`src/rtl/matmul_tile_sequencer.sv`:
```
// matmul_tile_sequencer: walks a square N x N matrix multiply as a sequence of
// TILE x TILE engine jobs, row-major over (a_loc, b_loc), with a host-facing
// start/done/error handshake. All outputs are registered.
//
// Ports:
//   clk, resetn          rising-edge clock, synchronous active-low reset
//   start_reg            host request to run one full multiply (accepted in IDLE only)
//   clear_done_reg       host acknowledge of done/error (honoured in DONE/ERR only)
//   mat_size[7:0]        matrix edge N, sampled when a job starts
//   done_mat_mul         engine reports current tile complete (honoured in WAIT only)
//   start_mat_mul        engine start level, high until the engine reports done
//   a_loc, b_loc [7:0]   row / column offset of the current tile
//   final_mat_mul_size   N latched at job start
//   tile_count[7:0]      tiles completed in the current job
//   busy, done_reg, error  job status; done_reg and error are sticky
//
// Optional build macro TILE_SEQ_TIMEOUT_EN adds a WAIT watchdog of TIMEOUT_CYC
// cycles; without it WAIT waits indefinitely for the engine.

module matmul_tile_sequencer #(
  parameter int TILE        = 4,
  parameter int MAX_SIZE    = 16,
  parameter int TIMEOUT_CYC = 255
) (
  input  logic       clk,
  input  logic       resetn,
  input  logic       start_reg,
  input  logic       clear_done_reg,
  input  logic [7:0] mat_size,
  input  logic       done_mat_mul,
  output logic       start_mat_mul,
  output logic [7:0] a_loc,
  output logic [7:0] b_loc,
  output logic [7:0] final_mat_mul_size,
  output logic [7:0] tile_count,
  output logic       busy,
  output logic       done_reg,
  output logic       error
);

  // Parameter sanity: offsets and sizes are carried on 8-bit buses.
  generate
    if (TILE < 1 || TILE > 255 || MAX_SIZE < TILE || MAX_SIZE > 255 || TIMEOUT_CYC < 1) begin : g_bad_param
      $error("matmul_tile_sequencer: unsupported parameter combination");
    end
  endgenerate

  localparam logic [7:0] TILE_W = 8'(TILE);
  localparam logic [7:0] MAX_W  = 8'(MAX_SIZE);
  localparam logic [8:0] TILE_9 = 9'(TILE);

  typedef enum logic [2:0] {
    S_IDLE,
    S_WAIT,
    S_GAP,
    S_DONE,
    S_ERR
  } state_t;

  state_t     state_q, state_d;
  logic       start_mat_mul_q, start_mat_mul_d;
  logic [7:0] a_loc_q, a_loc_d;
  logic [7:0] b_loc_q, b_loc_d;
  logic [7:0] final_size_q, final_size_d;
  logic [7:0] tile_count_q, tile_count_d;
  logic       busy_q, busy_d;
  logic       done_q, done_d;
  logic       error_q, error_d;

`ifdef TILE_SEQ_TIMEOUT_EN
  localparam int TO_W = $clog2(TIMEOUT_CYC + 1);
  localparam logic [TO_W-1:0] TO_LAST = TO_W'(TIMEOUT_CYC - 1);
  logic [TO_W-1:0] wait_cnt_q, wait_cnt_d;
`endif

  // Job request check on the live mat_size; only used in IDLE.
  logic size_ok;
  assign size_ok = (mat_size != 8'd0) &&
                   ((mat_size % TILE_W) == 8'd0) &&
                   (mat_size <= MAX_W);

  // Last tile is the bottom-right corner of the latched matrix.
  logic [7:0] last_off;
  logic       last_tile;
  assign last_off  = final_size_q - TILE_W;
  assign last_tile = (a_loc_q == last_off) && (b_loc_q == last_off);

  // Next column offset, computed one bit wider so the wrap compare is exact
  // even when N sits close to 255.
  logic [8:0] b_next;
  logic       b_wrap;
  assign b_next = {1'b0, b_loc_q} + TILE_9;
  assign b_wrap = (b_next >= {1'b0, final_size_q});

  always_comb begin
    state_d         = state_q;
    start_mat_mul_d = start_mat_mul_q;
    a_loc_d         = a_loc_q;
    b_loc_d         = b_loc_q;
    final_size_d    = final_size_q;
    tile_count_d    = tile_count_q;
    busy_d          = busy_q;
    done_d          = done_q;
    error_d         = error_q;
`ifdef TILE_SEQ_TIMEOUT_EN
    wait_cnt_d      = wait_cnt_q;
`endif

    case (state_q)
      S_IDLE: begin
        if (start_reg) begin
          if (size_ok) begin
            final_size_d    = mat_size;
            a_loc_d         = 8'd0;
            b_loc_d         = 8'd0;
            tile_count_d    = 8'd0;
            start_mat_mul_d = 1'b1;
            busy_d          = 1'b1;
            state_d         = S_WAIT;
`ifdef TILE_SEQ_TIMEOUT_EN
            wait_cnt_d      = '0;
`endif
          end else begin
            error_d = 1'b1;
            state_d = S_ERR;
          end
        end
      end

      S_WAIT: begin
        if (done_mat_mul) begin
          start_mat_mul_d = 1'b0;
          tile_count_d    = tile_count_q + 8'd1;
          if (last_tile) begin
            // Offsets stay on the final tile so the host can read them back.
            busy_d  = 1'b0;
            done_d  = 1'b1;
            state_d = S_DONE;
          end else begin
            if (b_wrap) begin
              b_loc_d = 8'd0;
              a_loc_d = a_loc_q + TILE_W;
            end else begin
              b_loc_d = b_next[7:0];
            end
            state_d = S_GAP;
          end
        end
`ifdef TILE_SEQ_TIMEOUT_EN
        else if (wait_cnt_q == TO_LAST) begin
          // Engine has been silent for TIMEOUT_CYC cycles: abandon the job.
          start_mat_mul_d = 1'b0;
          busy_d          = 1'b0;
          error_d         = 1'b1;
          state_d         = S_ERR;
        end else begin
          wait_cnt_d = wait_cnt_q + 1'b1;
        end
`endif
      end

      // Single cycle with start low so the engine sees a fresh rising edge.
      S_GAP: begin
        start_mat_mul_d = 1'b1;
        state_d         = S_WAIT;
`ifdef TILE_SEQ_TIMEOUT_EN
        wait_cnt_d      = '0;
`endif
      end

      S_DONE, S_ERR: begin
        if (clear_done_reg) begin
          done_d  = 1'b0;
          error_d = 1'b0;
          state_d = S_IDLE;
        end
      end

      default: begin
        state_d         = S_IDLE;
        start_mat_mul_d = 1'b0;
        busy_d          = 1'b0;
      end
    endcase
  end

  always_ff @(posedge clk) begin
    if (!resetn) begin
      state_q         <= S_IDLE;
      start_mat_mul_q <= 1'b0;
      a_loc_q         <= 8'd0;
      b_loc_q         <= 8'd0;
      final_size_q    <= 8'd0;
      tile_count_q    <= 8'd0;
      busy_q          <= 1'b0;
      done_q          <= 1'b0;
      error_q         <= 1'b0;
`ifdef TILE_SEQ_TIMEOUT_EN
      wait_cnt_q      <= '0;
`endif
    end else begin
      state_q         <= state_d;
      start_mat_mul_q <= start_mat_mul_d;
      a_loc_q         <= a_loc_d;
      b_loc_q         <= b_loc_d;
      final_size_q    <= final_size_d;
      tile_count_q    <= tile_count_d;
      busy_q          <= busy_d;
      done_q          <= done_d;
      error_q         <= error_d;
`ifdef TILE_SEQ_TIMEOUT_EN
      wait_cnt_q      <= wait_cnt_d;
`endif
    end
  end

  assign start_mat_mul      = start_mat_mul_q;
  assign a_loc              = a_loc_q;
  assign b_loc              = b_loc_q;
  assign final_mat_mul_size = final_size_q;
  assign tile_count         = tile_count_q;
  assign busy               = busy_q;
  assign done_reg           = done_q;
  assign error              = error_q;

endmodule

```
`config.mk`:
```
export PLATFORM = sky130hd
export DESIGN_NAME = matmul_tile_sequencer
export DESIGN_NICKNAME = d
export VERILOG_FILES = /design/src/rtl/matmul_tile_sequencer.sv
export SDC_FILE = /design/constraint.sdc
export NUM_CORES = 1
export LEC_CHECK = 0
export CORE_MARGIN = 2
export CORE_UTILIZATION = 47
export CTS_CLUSTER_SIZE = 25
export DETAILED_ROUTE_END_ITERATION = 8
export HOLD_SLACK_MARGIN = 0.03
export PLACE_DENSITY = 0.75
export SYNTH_ARGS = -nofsm -noshare
export SYNTH_HDL_FRONTEND = slang
export SYNTH_SLANG_ARGS = --single-unit
```
`constraint.sdc`:
```
create_clock -name clk -period 6.57 [get_ports clk]
set_clock_uncertainty 0.1 [all_clocks]
set_input_delay 0.657 -clock clk [delete_from_list [all_inputs] [get_ports clk]]
set_output_delay 0.657 -clock clk [all_outputs]
set_load 0.01 [all_outputs]
```
# Word level (Yosys, flattened, before mapping)
# Cells that the tools add are included.
[op_classes]
add_sub_neg = 4
magnitude_cmp = 2
n_eq_ne = 14
n_mux = 32
bitwise = 2
n_reduce_logical = 20
[ops]
columns = ["operator", "count"]
rows = [
  ["8-bit two-way mux", 9],
  ["8-bit one-hot mux with 2 select lines", 3],
  ["8-bit == test", 2],
  ["2-bit != test (second input constant)", 8],
  ["4-bit AND reduction", 4],
  ["3-bit two-way mux", 4],
  ["3-bit one-hot mux with 4 select lines", 1],
  ["1-bit two-way mux", 11],
  ["5-bit AND reduction", 2],
  ["8-bit by 3-bit adder with 9-bit output (second input constant)", 1],
  ["9-bit by 8-bit greater-or-equal comparator with 1-bit output", 1],
  ["8-bit by 1-bit adder with 8-bit output (second input constant)", 1],
  ["8-bit by 3-bit adder with 8-bit output (second input constant)", 1],
  ["8-bit by 5-bit <= comparator with 1-bit output (second input constant)", 1],
  ["8-bit zero test", 1],
  ["8-bit nonzero test", 1],
  ["8-bit by 3-bit subtractor with 8-bit output (second input constant)", 1],
  ["3-bit by 2-bit == test with 1-bit output (second input constant)", 2],
  ["3-bit AND reduction", 2],
  ["6-bit AND reduction", 1],
  ["2-bit nonzero test", 3],
  ["1-bit one-hot mux with 2 select lines", 2],
  ["1-bit one-hot mux with 4 select lines", 1],
  ["3-bit by 1-bit == test with 1-bit output (second input constant)", 1],
  ["7 further kinds", 10],
]
[totals]
regBits = 39
output_inout_bits = 36
elab_cells = 83

# Depth between registers and ports, before layout
[logic_depth]
word_depth = 6
depth_mapped = 10
mapped_depth_nobuf = 10

# Worst setup path after synthesis
# OpenSTA, ideal clock, no wires.
[synth_path]
path_type = "register to register"
start = "register b_loc_q[2], in the netlist b_loc[2]"
end = "register a_loc_q[2], in the netlist a_loc[2]"
setup_time_ps = 69
t_arrival_ps = 2382
t_required_ps = 6401
setup_slack_ps = 4019
stages_incl_launch_ff = 11
n_path_buf = 0
synth_period_minus_slack_ps = 2551
cell_sequence = "dfxtp_1 > ha_1 > and3_1 > xor2_1 > ha_1 > nand4_1 > a211oi_2 > nor3_4 > nand3b_1 > or3_1 > o21ai_1"
[synth_between]
elab_chain_len = 4
[synth_lines]
columns = ["item", "line", "rtl"]
rows = [
  ["start: declaration", "63", "logic [7:0] b_loc_q, b_loc_d;"],
  ["start signal: assignment", "205", "b_loc_q <= b_loc_d;"],
  ["8-bit by 3-bit adder with 9-bit output / 8-bit == test (equally long branches)", "92, 86", ""],
  ["9-bit by 8-bit greater-or-equal comparator with 1-bit output / 1-bit logical AND (equally long branches)", "93, 86", ""],
  ["2-bit != test (no line)", "--", ""],
  ["6-bit AND reduction (no line) (*)", "--", ""],
  ["end signal: assignment", "204", "a_loc_q <= a_loc_d;"],
  ["end: declaration", "62", "logic [7:0] a_loc_q, a_loc_d;"],
]
# Mark *: on every way between the ends. The rest lies on a longest branch, timed or not.
# A chain may end at the register's enable or synchronous reset.

# Worst setup path after layout
[layout_path]
start = "register b_loc_q[3], in the netlist b_loc[3]"
end = "register a_loc_q[5], in the netlist a_loc[5]"
# The elaborated chain is that of the path after synthesis.

==> results.sh <==
export IMPL_status="completed"
export IMPL_die_x_um=72.2
export IMPL_r2r_start="b_loc[3]"
export IMPL_rsz0062_at_grt="no"
export IMPL_min_period_over_period=0.445
export IMPL_synth_async_reset_ratio=0
export IMPL_routabilityCongestion=0.849
export IMPL_leakage_nw=1.06
export IMPL_drt_iter0_markers=128
export IMPL_slew_headroom=0.334
export IMPL_drt_total_wl_mm=5.03
export IMPL_drt_pass1_iter_count=4
export IMPL_synth_edf_count=0
export IMPL_initial_core_util=0.495
export IMPL_worstPathMaxFanout=9
export IMPL_hold_viol=0
export IMPL_htree_levels=2
export IMPL_endpoint_kind="register"
export IMPL_grt_overflow_total=0
export IMPL_diodes=0
export IMPL_grtUsageMet3=0.0333
export IMPL_syn_inst=256
export IMPL_globalRoute_busiestLayer="met2"
export IMPL_dieArea_um2=5210
export IMPL_yosysUniqueCellTypes=56
export IMPL_hold_class="register to register"
export IMPL_ctsHoldBuffers=0
export IMPL_syn_area_um2=2190
export IMPL_ys_seq_elements=35
export IMPL_ioPinCount=49
export IMPL_clkLatencyLatePin_ns=0.29
export IMPL_reg2regPathDepth=10
export IMPL_r2r_setup_slack_ns=3.65
export IMPL_drive_gt1_frac=0.0700
export IMPL_nets=322
export IMPL_wl_per_cell_um=14.3
export IMPL_root_buffer="clkbuf_8"
export IMPL_r2r_end="a_loc[5]"
export IMPL_cts_made_buffers=5
export IMPL_yosysTopAreaCell="dfxtp_1"
export IMPL_ys_flop_type="dfxtp_1"
export IMPL_finalCriticalPeriod_ns=2.92
export IMPL_fmax_mhz=342
export IMPL_final_setup_viol_count=0
export IMPL_clk_pin_slew_ns=0.07
export IMPL_min_from="done_reg"
export IMPL_n_fill_cell=377
export IMPL_grtUsageTotal=0.203
export IMPL_final_area_um2=2760
export IMPL_vias_per_cell=5.64
export IMPL_vias=1986
export IMPL_antenna_found_initial=0
export IMPL_synth_area_leaders="dfxtp_1 (32%), ha_1 (5.7%), nand2_1 (3.8%)"
export IMPL_grt_use_met1=0.270
export IMPL_cts_setup_buffers=0
export IMPL_slew_violations=0
export IMPL_totalNegativeSetupSlack_ns=0
export IMPL_cts_tree="yes"
export IMPL_drv_cap=0
export IMPL_post_dp_cell_area_um2=2640
export IMPL_crit_arrival_ns=3.04
export IMPL_power_density_nw_per_um2=163
export IMPL_coreArea_um2=4410
export IMPL_crit_start="b_loc[3]"
export IMPL_ir_worst_vdd_mv=0.104
export IMPL_yosysTopAreaCellShare=0.321
export IMPL_required_ns=6.69
export IMPL_grt_first_pass_wirelength_mm=8.44
export IMPL_met2_usage=0.333
export IMPL_tightestPinTransition_ns=0.997
export IMPL_area_delta_synth_final_pct=26.1
export IMPL_ant_nets=0
export IMPL_drc=0
export IMPL_row_count=24
export IMPL_path_class="register to register"
export IMPL_avgSynthCellArea_um2=8.54
export IMPL_dp_hpwl_mm=3.83
export IMPL_die_y_um=72.2
export IMPL_cts_resized_gates=0
export IMPL_ys_seq_area_frac=0.321
export IMPL_setup_worst_path_start_class="register"
export IMPL_port_buffer_count=44
export IMPL_ys_warn_count=0
export IMPL_grt_max_degree=32
export IMPL_cts_max_path_buffers=2
export IMPL_crit_end="a_loc[5]"
export IMPL_grt_pass1_vias=1870
export IMPL_clock_sinks=35
==> final cells by class <==
cell class | count | area, um2 | share of cell area
Clock buffer | 6 | 82.6 | 0.0300
Clock inverter | 2 | 35.0 | 0.0127
Multi-Input combinational cell | 201 | 1390 | 0.503
Inverter | 12 | 45.0 | 0.0163
Sequential cell | 35 | 701 | 0.254
Timing Repair Buffer | 44 | 440 | 0.160
Tap cell | 52 | 65.1 | 0.0236
==> cell families (layout without fill, tap and decap cells) <==
logic type               count (synthesis)  count (layout)  share of synthesized area
adder cells (fa/ha/maj)                 10              10                     0.0572
other                                    1               4                    0.00172
XOR/XNOR                                13              13                     0.0521
AND/OR/NAND/NOR                        115             115                      0.302
buffers and inverters                   23              64                     0.0498
AO/OA/AOI/OAI                           51              51                      0.180
flip-flops                              35              35                      0.321
multiplexers                             8               8                     0.0366
==> how the worst min path moves through the flow <==
stage                to  slack (ns)  cells past startpoint
2_1_floorplan  done_reg        0.37                      2
3_3_place_gp   done_reg        0.33                      2
3_5_place_dp   done_reg        0.34                      2
4_1_cts        done_reg        0.35                      2
5_1_grt        done_reg        0.38                      2
6_report       done_reg        0.34                      2
==> stage by stage <==
step | total power, mW | hold slack (ns) | setup slack, ns | utilization | cells
after global routing | 0.468 | 0.384 | 3.44 | 0.624 | 352
after floorplan | 0.241 | 0.367 | 4.02 | - | 259
after CTS | 0.454 | 0.348 | 3.67 | 0.624 | 352
final | 0.450 | 0.342 | 3.65 | 0.624 | 352
after detailed placement | 0.253 | 0.336 | 3.66 | 0.598 | 344
after global placement | 0.253 | 0.329 | 3.68 | 0.598 | 344
==> cell usage after synthesis (5+ instances only) <==
library cell and count:
xor2_1 8, and3_1 9, mux2i_1 8, xnor2_1 5, nor3_1 8, a21oi_1 8
inv_1 12, o21ai_0 7, nand3_1 12, ha_1 10, nand2_1 22, clkbuf_1 6
a2bb2oi_1 5, nor2_1 22, dfxtp_1 35
==> layer usage <==
metal | routed length [um] | vias to the layer above
li1 | - | 1007
met1 | 2410 | 918
met2 | 2350 | 56
met5 | 0 | -
met4 | 44 | 0
met3 | 226 | 5
==> power by group <==
group          switching, mW  total, mW  leakage (nW)  internal (mW)
registers            0.00304      0.217         0.282          0.214
logic                 0.0160     0.0311         0.715         0.0151
clock network         0.0790      0.202        0.0612          0.123
==> worst max-delay path, stage by stage, from the launching register on <==
cell and delay [ns]:
dfxtp_1 0.44, ha_1 0.28, and3_1 0.27, xor2_1 0.09, ha_1 0.30, nand4_1 0.14, a211oi_2 0.38, nor3_4 0.13
nand3b_1 0.26, nor3b_1 0.28, a2bb2oi_1 0.16
==> cells in the final DEF (no fill, tap or decap), types with 5 or more instances in the layout <==
cell             Yosys  routed
ha_1                10      10
nor2_1              22      22
xnor2_1              5       5
nand3_1             12      12
o21ai_0              7       7
dfxtp_1             35      35
a2bb2oi_1            5       5
inv_1               12      12
clkbuf_8             0       6
clkdlybuf4s50_1      0      44
xor2_1               8       8
nor3_1               8       8
nand2_1             22      22
a21oi_1              8       8
and3_1               9       9
mux2i_1              8       8
Note: power is estimated with default switching activity, not from simulation.
